## config.mk

```make
export PLATFORM = sky130hd
export DESIGN_NAME = res_overlay_reader
export DESIGN_NICKNAME = d
export VERILOG_FILES = /design/src/rtl/res_overlay_pkg.sv /design/src/rtl/res_line_shifter.sv /design/src/rtl/res_overlay_reader.sv
export SDC_FILE = /design/constraint.sdc
export NUM_CORES = 1
export LEC_CHECK = 0
export BUFFER_PORTS_ARGS = -buffer_cell sky130_fd_sc_hd__buf_2
export CAP_MARGIN = 5
export CELL_PAD_IN_SITES_DETAIL_PLACEMENT = 1
export CELL_PAD_IN_SITES_GLOBAL_PLACEMENT = 2
export CORE_UTILIZATION = 30
export CTS_BUF_LIST = sky130_fd_sc_hd__clkbuf_8 sky130_fd_sc_hd__clkbuf_16
export DETAILED_ROUTE_END_ITERATION = 10
export GPL_TIMING_DRIVEN = 0
export PLACE_DENSITY = 0.71
export SYNTH_ARGS = -nofsm -noshare
export SYNTH_HDL_FRONTEND = slang
export SYNTH_SLANG_ARGS = --single-unit
export TNS_END_PERCENT = 30
```

## constraint.sdc

```tcl
create_clock -name clock -period 3.41 [get_ports clock]
set_clock_uncertainty 0.05 [all_clocks]
set_input_delay 0.5115 -clock clock [delete_from_list [all_inputs] [get_ports clock]]
set_output_delay 0.5115 -clock clock [all_outputs]
set_load 0.1 [all_outputs]
```

## src/rtl/res_overlay_pkg.sv

```systemverilog
// rtl/res_overlay_pkg.sv - shared video defines, mode struct and overlay reader types
`ifndef RESLINE_SIZE
`define RESLINE_SIZE 32
`endif
`ifndef MODE_480p60
`define MODE_480p60  4'd0
`endif
`ifndef MODE_576p50
`define MODE_576p50  4'd1
`endif
`ifndef MODE_720p60
`define MODE_720p60  4'd2
`endif
`ifndef MODE_1080p60
`define MODE_1080p60 4'd3
`endif

package res_overlay_pkg;

    typedef struct packed {
        logic [3:0]  id;
        logic [11:0] h_active;
        logic [11:0] v_active;
    } VideoMode;

    typedef enum logic [1:0] {
        IDLE,
        ADDR,
        CAPTURE,
        SHIFT
    } res_state_e;

    // ROM address goes out this many pixels before the first box pixel
    localparam int RES_PREFETCH = 3;

endpackage

```

## src/rtl/res_line_shifter.sv

```systemverilog
// rtl/res_line_shifter.sv - bitmap line shift register with per-bit pixel replication
module res_line_shifter #(
    parameter int WIDTH      = 32,
    parameter int SCALE_LOG2 = 0
) (
    input  logic             clock,
    input  logic             reset,
    input  logic             load_i,
    input  logic             advance_i,
    input  logic [WIDTH-1:0] data_i,
    output logic             msb_o
);

    localparam int CNTW = (SCALE_LOG2 > 0) ? SCALE_LOG2 : 1;
    localparam logic [CNTW-1:0] REP_MAX = CNTW'((1 << SCALE_LOG2) - 1);

    logic [WIDTH-1:0] shreg_q;
    logic [CNTW-1:0]  rep_q;

    always_ff @(posedge clock or posedge reset) begin
        if (reset) begin
            shreg_q <= '0;
            rep_q   <= '0;
        end else if (load_i) begin
            shreg_q <= data_i;
            rep_q   <= '0;
        end else if (advance_i) begin
            if (rep_q == REP_MAX) begin
                rep_q   <= '0;
                shreg_q <= {shreg_q[WIDTH-2:0], 1'b0};
            end else begin
                rep_q <= rep_q + CNTW'(1);
            end
        end
    end

    assign msb_o = shreg_q[WIDTH-1];

endmodule

```

## src/rtl/res_overlay_reader.sv

```systemverilog
// rtl/res_overlay_reader.sv - resolution label ROM reader and pixel serialiser
// Optional 1-pixel frame around the box: RES_OVERLAY_BORDER_EN.
module res_overlay_reader
    import res_overlay_pkg::*;
#(
    parameter int X0         = 16,
    parameter int Y0         = 16,
    parameter int SCALE_LOG2 = 0,
    parameter int CW         = 12
) (
    input  logic                     clock,
    input  logic                     reset,
    input  VideoMode                 videoMode,
    input  logic [CW-1:0]            counterX,
    input  logic [CW-1:0]            counterY,
    output logic [3:0]               rom_addr,
    input  logic [`RESLINE_SIZE-1:0] rom_q,
    output logic                     pixel_on,
    output logic                     in_box
);

    localparam int W = `RESLINE_SIZE << SCALE_LOG2;
    localparam int H = 16 << SCALE_LOG2;
    localparam logic [CW-1:0] X_LO    = CW'(X0);
    localparam logic [CW-1:0] X_END   = CW'(X0 + W);
    localparam logic [CW-1:0] X_LAST  = CW'(X0 + W - 1);
    localparam logic [CW-1:0] X_FETCH = CW'(X0 - RES_PREFETCH);
    localparam logic [CW-1:0] Y_LO    = CW'(Y0);
    localparam logic [CW-1:0] Y_END   = CW'(Y0 + H);

    res_state_e    state_q, state_d;
    logic [3:0]    rom_addr_q, rom_addr_d;
    logic [CW-1:0] x_q;
    logic [3:0]    id_q;
    logic          lock_q, lock_d;
    logic [CW-1:0] lock_y_q, lock_y_d;
    logic          load, advance, bit_msb;

    logic unused_mode;
    assign unused_mode = ^{videoMode.h_active, videoMode.v_active};

    logic       in_v, in_h, box, busy, abort, fetch;
    logic [3:0] row;

    assign in_v  = (counterY >= Y_LO) && (counterY < Y_END);
    assign in_h  = (counterX >= X_LO) && (counterX < X_END);
    assign box   = in_v && in_h;
    assign row   = 4'((counterY - Y_LO) >> SCALE_LOG2);
    assign busy  = (state_q != IDLE);
    // Any break in the pixel stream or mode switch invalidates the line in flight
    assign abort = busy && ((counterX != x_q + CW'(1)) || (videoMode.id != id_q));
    assign fetch = (counterX == X_FETCH) && in_v && !(lock_q && (counterY == lock_y_q));

    always_comb begin
        state_d    = state_q;
        rom_addr_d = rom_addr_q;
        lock_d     = lock_q && (counterY == lock_y_q);
        lock_y_d   = lock_y_q;
        load       = 1'b0;
        advance    = 1'b0;
        if (abort) begin
            state_d  = IDLE;
            lock_d   = 1'b1;
            lock_y_d = counterY;
        end else begin
            unique case (state_q)
                IDLE: begin
                    if (fetch) begin
                        rom_addr_d = row;
                        state_d    = ADDR;
                    end
                end
                ADDR:    state_d = CAPTURE;
                CAPTURE: begin
                    load    = 1'b1;
                    state_d = SHIFT;
                end
                SHIFT: begin
                    advance = 1'b1;
                    if (counterX == X_LAST) state_d = IDLE;
                end
                default: state_d = IDLE;
            endcase
        end
    end

    always_ff @(posedge clock or posedge reset) begin
        if (reset) begin
            state_q    <= IDLE;
            rom_addr_q <= '0;
            x_q        <= '0;
            id_q       <= '0;
            lock_q     <= 1'b0;
            lock_y_q   <= '0;
        end else begin
            state_q    <= state_d;
            rom_addr_q <= rom_addr_d;
            x_q        <= counterX;
            id_q       <= videoMode.id;
            lock_q     <= lock_d;
            lock_y_q   <= lock_y_d;
        end
    end

    res_line_shifter #(
        .WIDTH      (`RESLINE_SIZE),
        .SCALE_LOG2 (SCALE_LOG2)
    ) u_shifter (
        .clock     (clock),
        .reset     (reset),
        .load_i    (load),
        .advance_i (advance),
        .data_i    (rom_q),
        .msb_o     (bit_msb)
    );

    logic bitmap_on, frame_on;
    assign bitmap_on = (state_q == SHIFT) && !abort && bit_msb && box;

`ifdef RES_OVERLAY_BORDER_EN
    localparam logic [CW-1:0] X_FL = CW'(X0 - 1);
    localparam logic [CW-1:0] Y_FL = CW'(Y0 - 1);
    assign frame_on = (counterX >= X_FL) && (counterX <= X_END) &&
                      (counterY >= Y_FL) && (counterY <= Y_END) && !box;
`else
    assign frame_on = 1'b0;
`endif

    assign rom_addr = rom_addr_q;
    assign in_box   = box && !reset;
    assign pixel_on = (bitmap_on || frame_on) && !reset;

endmodule

```

# == Word level (Yosys, flattened, before mapping) ==
# Cells that the tools add are included.
# totals
out_inout_bits,6
ff_bits,68
# classes
addsub,3
bitwise_logic,1
n_lt_le_gt_ge,4
mux,15
reduce_logical,22
eq_ne,11
# ops
operator,count
32-bit 2-to-1 mux,3
12-bit by 5-bit greater-or-equal comparator with 1-bit output (second input constant),2
12-bit by 6-bit less-than comparator with 1-bit output (second input constant),2
12-bit by 1-bit adder with 12-bit output (second input constant),1
12-bit equality test,1
12-bit by 4-bit equality test with 1-bit output (second input constant),1
12-bit by 6-bit equality test with 1-bit output (second input constant),1
1-bit logical AND,12
12-bit inequality test,1
1-bit 2-to-1 mux,8
2-bit case mux with 4 select lines,1
2-bit 2-to-1 mux,3
3-bit inequality test (second input constant),2
2-bit equality test (second input constant),2
4-bit inequality test,1
2-bit AND reduction,2
2-bit nonzero test,2
4-bit by 1-bit subtractor with 4-bit output (second input constant),1
1-bit logical NOT,3
3-bit AND reduction,1
2-bit by 1-bit equality test with 1-bit output (second input constant),1
2-bit logical NOT,1
2-bit inequality test (second input constant),1
1-bit adder (second input constant),1
other kinds (2),2

# == Logic depth before layout (Yosys ltp) ==
# depth
ltp_word,9
depth_mapped,10
depth_no_buf,7

# == Cells and area by module ==
# A second synthesis with hierarchy kept.
# unflattened
hier_cells,296
hier_area_um2,3398.3
# by_module_without_submodules
mod,area_per_inst_um2,cells_per_inst,instances,seq_area_each_um2
res_overlay_reader,1879.3,156,1,875.8
res_line_shifter,1519.0,140,1,800.8

# == Worst setup path after synthesis ==
# OpenSTA, ideal clock, no wires.
# synth_timing
path_kind,input to output
start,in counterX[6]
end,out pixel_on
cell_stages,5
t_arrival_ns,4.645
n_path_buf,0
path_slack_ns,-1.797
path_cell_list,nor4_1 -> nand4_1 -> nor3_1 -> nand3_1 -> nor2_1
# synth_between
elab_chain_cells,8
elab_cells_between_ends,12
# synth_rtl
element,line,source
start: declaration,res_overlay_reader.sv:14,"input logic [CW-1:0] counterX,"
branches (longest 6 deep; another with 12-bit by 5-bit greater-or-equal comparator with 1-bit output),n/a,
1-bit logical AND (*),res_overlay_reader.sv:118,assign bitmap_on = (state_q == SHIFT) && !abort && bit_msb && box;
1-bit logical AND (*),res_overlay_reader.sv:131,assign pixel_on = (bitmap_on || frame_on) && !reset;
end: declaration,res_overlay_reader.sv:18,"output logic pixel_on,"
# Every way passes the cells marked *.

# == Worst setup path after layout ==
# layout_timing
start,reg x_q[2]
end,out pixel_on
# layout_between
elab_chain_cells,9
# layout_rtl
element,line,source
start: declaration,res_overlay_reader.sv:33,logic [CW-1:0] x_q;
start signal: assignment,res_overlay_reader.sv:98,x_q <= counterX;
12-bit by 1-bit adder with 12-bit output,res_overlay_reader.sv:51,assign abort = busy && ((counterX != x_q + CW'(1)) || (videoMode.id != id_q));
12-bit inequality test,res_overlay_reader.sv:51,
1-bit logical OR,res_overlay_reader.sv:51,
1-bit logical AND,res_overlay_reader.sv:51,
1-bit logical NOT,res_overlay_reader.sv:118,
1-bit logical AND (3 in series),res_overlay_reader.sv:118,
1-bit logical AND,res_overlay_reader.sv:131,
# Every way passes these cells.

==> results.sh <==
export IMPL_xor_xnor_fraction_of_synth_area_pct=6.24
export IMPL_cts_hold_repair_buffers=0
export IMPL_rr_worst_depth=9
export IMPL_synthesis_instances=485
export IMPL_cts_root_to_sink_buffers=2
export IMPL_cts_tree="built"
export IMPL_clkLatencyLatePin_ns=0.35
export IMPL_syn_to_final_growth_pct=21.4
export IMPL_place_detailed_hpwl_mm=10.3
export IMPL_status="complete, but fails checks"
export IMPL_ys_ff_latch=67
export IMPL_die_width_um=125
export IMPL_num_nets_final=656
export IMPL_worst_ir_drop_vdd_mv=0.289
export IMPL_grt_start_max_net_pins=41
export IMPL_crit_reg2reg_capture="u_shifter.shreg_q[1]"
export IMPL_synthesis_yosys_warnings=0
export IMPL_transition_time_of_the_tightest_slew_check_pin_ns=1.23
export IMPL_remaining_drc_errors=2
export IMPL_critical_path_top_cell_by_count="clkbuf_4"
export IMPL_fmax_ghz=0.304
export IMPL_finalHoldViolCount=0
export IMPL_required_ns=2.85
export IMPL_cpLargestDelayFamily="buffers and inverters"
export IMPL_firstDrtPassIters=7
export IMPL_postSynthAreaPerCell_um2=9.43
export IMPL_final_worst_path_period_need_ns=3.29
export IMPL_yosys_mux_area_fraction_pct=8.32
export IMPL_worst_min_path_class="primary input to async pin"
export IMPL_number_of_antenna_violations_at_the_first_check_in_global_routing=0
export IMPL_failed_checks="design-rule violations"
export IMPL_overall_die_height_um=125
export IMPL_numPortBuffers=67
export IMPL_route_antenna_remaining_nets=0
export IMPL_synth_enable_flop_cells=0
export IMPL_cts_sinks=67
export IMPL_power_per_cell_area_nw_per_um2=786
export IMPL_min_period_over_period_pct=96.4
export IMPL_fp_dieArea_um2=15700
export IMPL_gp_routability_congestion=0.754
export IMPL_synth_area_leaders="dfrtp_1 (37%), xnor2_1 (4.8%), mux2i_1 (4.4%)"
export IMPL_dr_first_iter_drc_count=211
export IMPL_yosysTopAreaCell="dfrtp_1"
export IMPL_path_max_fanout=10
export IMPL_synth_seq_area_share_pct=36.7
export IMPL_routedWlPerCell_um=19.5
export IMPL_worst_slew_margin_rel_pct=18.3
export IMPL_cp_slowest_cell="dfrtp_1"
export IMPL_grt_first_pass_wirelength_mm=24.2
export IMPL_viasPerCell=5.68
export IMPL_post_route_cells_drive_above_1_share_pct=22.6
export IMPL_clk_pin_slew_ns=0.06
export IMPL_critPathMaxStageDelay_ns=0.32
export IMPL_maxCapViolCount=0
export IMPL_overflow=0
export IMPL_pin_count=92
export IMPL_share_of_async_settable_or_async_resettable_flops_after_synthesis_pct=100
export IMPL_timing_final_max_slew_violations=0
export IMPL_synth_top_family_by_area="compound AO/OA/AOI/OAI gates"
export IMPL_worst_setup_path_type="flop to output port"
export IMPL_synth_most_common_cell="dfrtp_1"
export IMPL_crit_path_cell_trace="buf_2, nand3_1, clkbuf_4, o21ai_0, o221ai_1, a32o_1, clkbuf_4, a41oi_4, buf_4, nor2_4, buf_6"
export IMPL_diodes=0
export IMPL_share_of_synthesized_cell_area_in_full_adder_half_adder_and_majority_cells_pct=1.09
export IMPL_synthDistinctLibCells=55
export IMPL_synth_largest_type_area_fraction_pct=36.7
export IMPL_cts_root_buf="clkbuf_16"
export IMPL_synth_cell_area_um2=4570
export IMPL_synth_compound_gate_area_share_pct=26.6
export IMPL_standard_cell_core_area_um2=14700
export IMPL_count_of_h_tree_levels_built_during_cts=3
export IMPL_final_setup_tns_ns=0
export IMPL_report_final_setup_viol=0
export IMPL_vias_in_the_first_global_route=4582
export IMPL_layout_filler_cells=1711
export IMPL_dpl_worst_slack_ns=-0.449
export IMPL_cts_buffers=9
export IMPL_track_usage_pct=19.6
export IMPL_critPathLaunchType="flop"
export IMPL_final_critical_path_setup_slack_ns=0.123
export IMPL_yosys_most_used_dff="dfrtp_1"
export IMPL_synth_fp_nets=575
export IMPL_regToRegStartpoint="x_q[2]"
export IMPL_drt_wl_total_mm=14.7
export IMPL_synth_simple_gate_area_share_pct=17.0
export IMPL_p_leak_nw=2.13
export IMPL_num_vias=4287
export IMPL_core_rowCount=44
export IMPL_critPathArrivalTime_ns=2.73
export IMPL_reg2reg_slack_ns=0.17
export IMPL_initial_utilization_pct=31.1
export IMPL_critical_path_n_buffers_inverters=5
export IMPL_ys_top_cells_by_count="dfrtp_1 (67), nor2_1 (47), nand2_1 (36)"
export IMPL_endpoint_kind="output port"
export IMPL_hold_slack_ns=0.141
==> report_power, final <==
part / switching, mW / leakage (nW) / internal (mW) / total, mW
combinational: 1.18 / 1.18 / 0.990 / 2.17
clock: 0.374 / 0.146 / 0.585 / 0.960
sequential: 0.185 / 0.801 / 1.05 / 1.23
total: 1.74 / 2.13 / 2.62 / 4.36
==> routing by layer <==
| layer | GRT usage (%) | vias up | wire length, um |
|---|---|---|---|
| met2 | 33.3 | 102 | 7190 |
| met3 | 4.02 | 14 | 555 |
| met5 | 0 | - | 0 |
| li1 | - | 2002 | - |
| met4 | 6.53 | 0 | 178 |
| met1 | 24.8 | 2169 | 6780 |
==> layout by cell type, fill, tap and decap left out, types with 12 or more instances in the layout <==
master | Yosys | final
a311o_1 | 13 | 12
clkbuf_1 | 32 | 30
nand2b_1 | 32 | 32
nor2_1 | 47 | 46
o21ai_0 | 29 | 29
mux2i_1 | 20 | 20
o31a_1 | 19 | 19
nand2_1 | 36 | 36
buf_2 | 6 | 71
a31oi_1 | 14 | 14
xnor2_1 | 25 | 25
a22oi_1 | 14 | 14
dfrtp_1 | 67 | 67
a221o_1 | 19 | 19
==> final cells by class <==
type                       instances  area (um2)  area share, %
buffer                            41         180           3.25
clock buffer                      10         239           4.30
clock inverter                     6        66.3           1.19
inverter                           3        13.8          0.248
multi-input combinational        373        2750           49.6
sequential                        67        1680           30.2
tap                              184         230           4.15
timing repair buffer              71         392           7.05
==> worst register-to-register path, cell delays in order, from the launching register on <==
cell	delay [ns]
dfrtp_1	0.32
buf_2	0.20
nand3_1	0.13
clkbuf_4	0.21
o21ai_0	0.20
o221ai_1	0.19
a32oi_1	0.95
clkbuf_1	0.52
a221o_1	0.25
a311oi_2	0.05
==> how the worst max path moves through the flow <==
stage,slack [ns],from,cells past startpoint,to
6_report,0.12,x_q[2],11,pixel_on
5_1_grt,-0.04,x_q[2],11,pixel_on
4_1_cts,0.04,x_q[2],11,pixel_on
3_5_place_dp,-0.45,counterX[4],9,pixel_on
3_3_place_gp,-0.36,counterX[4],9,pixel_on
2_1_floorplan,0.21,counterX[6],5,pixel_on
==> flip-flops by register name, indices dropped and copies added, names as in the netlist <==
register,count
state_q,2
lock_y_q,12
u_shifter.shreg_q,32
rom_addr,4
lock_q,1
id_q,4
x_q,12
==> what timing repair did <==
| item | CTS | global route |
|---|---|---|
| endpoints found under the setup margin | 1 | 1 |
| buffers inserted | 2 | 1 |
| pin swaps | 3 | 2 |
| gates resized for setup | 6 | 6 |
==> cells by family after synthesis <==
family | after synthesis
simple gates | 154
compound gates | 148
flops | 67
buf+inv | 45
mux | 36
xor+xnor | 31
fa+ha+maj | 4
==> stage by stage <==
stage / util [%] / power (mW) / std cells / area [um2]
floorplan: - / 2.84 / 485 / 4590
global placement: 35.1 / 3.28 / 736 / 5160
detailed placement: 35.3 / 3.39 / 737 / 5190
CTS: 37.6 / 4.41 / 754 / 5530
global route: 37.8 / 4.70 / 755 / 5550
finish: 37.8 / 4.36 / 755 / 5550
Power figures use the tool's default switching activity.
